[config.mk]
export PLATFORM = sky130hd
export DESIGN_NAME = repeat_nfa_strmatch_flat
export DESIGN_NICKNAME = d
export VERILOG_FILES = /design/src/rtl/repeat_nfa_strmatch_if.sv /design/src/rtl/repeat_nfa_strmatch.sv /design/src/flat_wrapper.sv
export SDC_FILE = /design/constraint.sdc
export NUM_CORES = 1
export LEC_CHECK = 0
export BUFFER_PORTS_ARGS = -buffer_cell sky130_fd_sc_hd__buf_2
export CORE_MARGIN = 10
export CORE_UTILIZATION = 41
export CTS_CLUSTER_SIZE = 28
export DETAILED_ROUTE_END_ITERATION = 10
export GPL_ROUTABILITY_DRIVEN = 0
export HOLD_SLACK_MARGIN = 0.02
export SLEW_MARGIN = 10
export SYNTH_ARGS = -nofsm -noshare
export SYNTH_HDL_FRONTEND = slang
export SYNTH_SLANG_ARGS = --single-unit
[constraint.sdc]
create_clock -name clk -period 4.5 [get_ports clk]
set_clock_uncertainty 0.1 [all_clocks]
set_input_delay 0.225 -clock clk [delete_from_list [all_inputs] [get_ports clk]]
set_output_delay 0.225 -clock clk [all_outputs]
set_load 0.01 [all_outputs]
[src/rtl/repeat_nfa_strmatch_if.sv]
// repeat_nfa_strmatch_if: byte stream, configuration and match result bundle for the NFA matcher
interface repeat_nfa_strmatch_if #(parameter int DEPTH = 8, parameter int CNT_W = 16);
  localparam int IW = $clog2(DEPTH);
  logic en;
  logic valid;
  logic [7:0] payload;
  logic cfg_we;
  logic [IW-1:0] cfg_idx;
  logic [7:0] cfg_char;
  logic [1:0] cfg_mode;
  logic cfg_len_we;
  logic [IW:0] cfg_len;
  logic match;
  logic [CNT_W-1:0] match_count;
  modport master (
    output en, valid, payload, cfg_we, cfg_idx, cfg_char, cfg_mode, cfg_len_we, cfg_len,
    input match, match_count
  );
  modport slave (
    input en, valid, payload, cfg_we, cfg_idx, cfg_char, cfg_mode, cfg_len_we, cfg_len,
    output match, match_count
  );
endinterface

[src/rtl/repeat_nfa_strmatch.sv]
// repeat_nfa_strmatch: shift-and NFA string matcher with literal, any, one-or-more and not-literal stages
module repeat_nfa_strmatch #(parameter int DEPTH = 8, parameter int CNT_W = 16) (
  input logic clk,
  input logic reset_n,
  repeat_nfa_strmatch_if.slave bus
);
  localparam int IW = $clog2(DEPTH);
  localparam int LW = IW + 1;
  logic [7:0] chr [DEPTH];
  logic [1:0] mode [DEPTH];
  logic [DEPTH-1:0] s, s_next, prev, step, sel;
  logic [LW-1:0] len, len_next;
  logic [CNT_W-1:0] cnt;
  logic match_q, match_next, clr;
  always_comb begin
    clr = bus.cfg_we | bus.cfg_len_we;
    prev = {s[DEPTH-2:0], bus.en};
    len_next = bus.cfg_len_we ? ((bus.cfg_len > LW'(DEPTH)) ? LW'(DEPTH) : bus.cfg_len) : len;
    step = '0;
    sel = '0;
    for (int i = 0; i < DEPTH; i++) begin
      step[i] = (prev[i] | (mode[i] == 2'd2 & s[i])) &
                (mode[i] == 2'd1 | ((bus.payload == chr[i]) ^ (mode[i] == 2'd3)));
      sel[i] = len_next == LW'(i + 1);
    end
    s_next = clr ? '0 : bus.valid ? step : s;
    match_next = |(s_next & sel);
  end
  // match is registered from the same next-state that loads s, so it tracks s[LEN-1] exactly
  always_ff @(posedge clk or negedge reset_n) begin
    if (!reset_n) begin
      s <= '0;
      len <= '0;
      match_q <= 1'b0;
      cnt <= '0;
      for (int i = 0; i < DEPTH; i++) begin
        chr[i] <= 8'h00;
        mode[i] <= 2'd0;
      end
    end else begin
      s <= s_next;
      len <= len_next;
      match_q <= match_next;
      if (!match_q && match_next && cnt != '1) cnt <= cnt + 1'b1;
      if (bus.cfg_we && {1'b0, bus.cfg_idx} < LW'(DEPTH)) begin
        chr[bus.cfg_idx] <= bus.cfg_char;
        mode[bus.cfg_idx] <= bus.cfg_mode;
      end
    end
  end
  assign bus.match = match_q;
  assign bus.match_count = cnt;
endmodule

[src/flat_wrapper.sv]
// flat-port wrapper written by rule: the top's interface ports become plain ports
module repeat_nfa_strmatch_flat 
#(parameter int DEPTH = 8, parameter int CNT_W = 16)
  (clk, reset_n, bus_en, bus_valid, bus_payload, bus_cfg_we, bus_cfg_idx, bus_cfg_char, bus_cfg_mode, bus_cfg_len_we, bus_cfg_len, bus_match, bus_match_count);
  repeat_nfa_strmatch_if #(.DEPTH(DEPTH), .CNT_W(CNT_W)) bus_i ();
  input logic clk;
  input logic reset_n;
  input wire logic [$bits(bus_i.en)-1:0] bus_en;
  input wire logic [$bits(bus_i.valid)-1:0] bus_valid;
  input wire logic [$bits(bus_i.payload)-1:0] bus_payload;
  input wire logic [$bits(bus_i.cfg_we)-1:0] bus_cfg_we;
  input wire logic [$bits(bus_i.cfg_idx)-1:0] bus_cfg_idx;
  input wire logic [$bits(bus_i.cfg_char)-1:0] bus_cfg_char;
  input wire logic [$bits(bus_i.cfg_mode)-1:0] bus_cfg_mode;
  input wire logic [$bits(bus_i.cfg_len_we)-1:0] bus_cfg_len_we;
  input wire logic [$bits(bus_i.cfg_len)-1:0] bus_cfg_len;
  output wire logic [$bits(bus_i.match)-1:0] bus_match;
  output wire logic [$bits(bus_i.match_count)-1:0] bus_match_count;
  assign bus_i.en = bus_en;
  assign bus_i.valid = bus_valid;
  assign bus_i.payload = bus_payload;
  assign bus_i.cfg_we = bus_cfg_we;
  assign bus_i.cfg_idx = bus_cfg_idx;
  assign bus_i.cfg_char = bus_cfg_char;
  assign bus_i.cfg_mode = bus_cfg_mode;
  assign bus_i.cfg_len_we = bus_cfg_len_we;
  assign bus_i.cfg_len = bus_cfg_len;
  assign bus_match = bus_i.match;
  assign bus_match_count = bus_i.match_count;
  repeat_nfa_strmatch #(.DEPTH(DEPTH), .CNT_W(CNT_W)) u_core (.clk(clk), .reset_n(reset_n), .bus(bus_i));
endmodule
==> summary.md <==
| Metric | Value |
|---|---|
| Final Cycle Share | 66.2% |
| Total track usage | between 10% and 20% |
| Synthesized flop and latch total | 109 |
| Worst Setup Start Kind | flop |
| NetSw | ~0.00070 W |
| Pwr Density | 396 mW/mm^2 |
| Mapped Area | 0.00567 mm^2 |
| CP Data Required Time | approximately 4.6 ns |
| Flop pwr share | 50.4% |
| Share of layout cells above drive strength 1 | 32.4% |
| Die X | about 140 um |
| First-pass GRT wire length | 21.3 mm |
| Status | complete, no violations |
| Post-synth net total | 500 |
| Post-synth ARST share | 100% |
| Sequential fraction of the synthesis area | 48.1% |
| EDFF count, synth | 0 |
| # resized after CTS | 0 |
| Hold_sp | bus_cfg_len[0] |
| Post-synthesis average cell area | 12.1 um^2 |
| WS Path Type | flop to flop |
| Synth unique cells | 57 |
| Cell count after synthesis | approximately 470 |
| Final Power | between 0.002 and 0.003 W |
| Dpl hpwl | 9.73 mm |
| Maximum VDD drop | 0.000179 V |
| Hold Path Class | input port to flop |
| Area growth syn-to-layout | 12.0% |
| Max-Cap Viols | 0 |
| Internal power | 0.00181 W |
| Antenna-violating nets left | 0 |
| Lkg Pwr | 2.74 nW |
| Final wirelength | 13.6 mm |
| Post-CTS Hold Buffers | 3 |
| Worst slew pin tran | roughly 1.1 ns |
| # IOs | 48 |
| Maximum fanout along the worst path | 16 |
| Worst-skew pair later-pin latency | 0.36 ns |
| Worst r2r src | u_core.chr[14]$_DFFE_PN0P_ |
| Setup Total Neg Slack | 0 ns |
| Critical path origin | u_core.chr[14]$_DFFE_PN0P_ |
| Initial antenna violation count | 0 |
| Core footprint | 0.0134 mm^2 |
| CP endpoint kind | flop |
| Via Count | about 3800 |
| Ant diodes | 0 |
| Final Critical Period | about 3.0 ns |
| # H-tree levels | 3 |
| Most frequent cells in the layout | dfrtp_1, mux2_2, buf_2 |
| Clock Path Buffers | 2 |
| DRC | 0 |
| Sw Ratio | 28.0% |
| Dominant cells by area after synthesis | dfrtp_1, mux2_2, xnor2_1 |
| Slew HR | just under 30% |
| Vias per cell | 5.48 |
| Share of power burned in the clock network | 31.2% |
| FP Rows | 42 |
| Final setup viols | 0 |
| WL per Instance | 19.7 um |
| FILL cells | 1226 |
| Yosys warns | 0 |
| IO Port Bufs | 47 |
| RSZ-0062 raised after global routing | false |
| Total die area | between 0.015 and 0.02 mm^2 |
| Initial Util | 42.3% |
| Final Hold Viols | 0 |
| FF-to-FF setup slack | 1.52 ns |
| Router iterations before antenna repair | 4 |
| Num CTS Buffers | 9 |
| Largest net degree at the start of global routing | 83 |
| Clk pin slew, worst setup/hold paths | 0.07 ns |
| Top cell type by total area after synthesis | dfrtp_1 |
| Comb pwr share | 18.3% |
| Worst EP arrival | 3.11 ns |
| Final Max Slew Viols | 0 |
| CTS Root Cell | clkbuf_16 |
| Synth Flop Type | dfrtp_1 |
| Vias in the first global route | 3848 |
| Clock Sinks | about 110 |
| Initial DRC count | 205 |
| Gr ovfl total | 0 |
| Post-synth top area share | 48.1% |
| Most common library cell in the layout ignoring fill and taps | dfrtp_1 |
| Chip height | 138 um |
| Postcts setup bufs | 0 |
| Fmax | 336 MHz |
| Net count, final | 544 |
| CTS tree | done |
[worst max-delay path, stage by stage (launching register included)]
cell and delay [ns]:
dfrtp_1 0.41, xor2_2 0.20, nor4_4 0.42, a221oi_1 0.15
a41o_1 0.26, a311oi_2 0.32, nand4_4 0.35, o21ai_2 0.29
mux2_1 0.35
[logic make-up after synthesis]
kind of cell	after synthesis	synth area share [%]
mux	83	16.4
buf+inv	33	3.02
flops	109	48.1
simple gates	103	11.3
compound gates	57	8.01
xor+xnor	82	12.9
fa+ha+maj	1	0.221
[path summary, 6_finish.rpt]
check	cells after the start	to
worst min register to register	1	u_core.bus.match_count[12]$_DFFE_PN0P_
min in group asynchronous	2	u_core.mode[14]$_DFFE_PN0P_
worst max register to register	8	u_core.bus.match_count[1]$_DFFE_PN0P_
worst max-delay path	8	u_core.bus.match_count[1]$_DFFE_PN0P_
max in group asynchronous	3	u_core.bus.match_count[2]$_DFFE_PN0P_
worst min-delay path	3	u_core.len[0]$_DFF_PN0_
[synth_stat cells (4+ instances only)]
cell,n
nand4_1,10
nand2_1,18
a21oi_1,9
nor2_1,14
inv_1,10
xnor2_1,42
buf_6,5
buf_2,8
o211ai_2,7
nand3_1,5
nand4b_1,5
clkbuf_1,7
and3_1,10
a31oi_1,4
o2111ai_1,4
nand2b_1,4
o21ai_0,10
mux2_2,80
dfrtp_1,109
and2_1,5
xor2_1,38
nor4_1,9
[routing by layer]
layer	track usage (%)	up-vias	part of all wire (%)
met3	3.46	16	5.7
met4	5.04	0	1.6
met1	20.0	1929	46
met2	22.6	83	47
met5	0	-	0
li1	-	1757	-
[flip-flops by register name, summed over array words and instances (netlist names)]
register	flops
u_core.bus.match_count	16
u_core.s	8
u_core.mode	16
u_core.bus.match	1
u_core.len	4
u_core.chr	64
[through the flow]
stage	area, um^2	hold slack (ns)	cells	util [%]	setup WS [ns]
after floorplan	5670	-0.171	468	-	2.04
after global placement	6040	0.356	674	45.1	1.52
after detailed placement	6040	0.353	674	45.1	1.48
after CTS	6350	0.0347	691	47.4	1.55
after global routing	6350	0.0584	691	47.4	1.32
final	6350	0.0501	691	47.4	1.52
[layout make-up]
type | instances | area [um^2] | share of cell area, %
Clock buffer | 9 | 225 | 3.55
Clock inverter | 5 | 53.8 | 0.847
Inverter | 10 | 37.5 | 0.591
Multi-Input combinational cell | 326 | 2770 | 43.7
Sequential cell | 109 | 2730 | 42.9
Tap cell | 176 | 220 | 3.47
Timing Repair Buffer | 56 | 313 | 4.93
[power groups by stage]
stage	Sequential (W)	Clock, W	Combinational, W
6_report	0.00127	0.000786	0.000460
5_1_grt	0.00129	0.000840	0.000506
4_1_cts	0.00127	0.000806	0.000468
3_5_place_dp	0.00129	0	0.000463
3_3_place_gp	0.00128	0	0.000453
2_1_floorplan	0.00126	0	0.000345
Note: power is estimated with default switching activity, not from simulation.
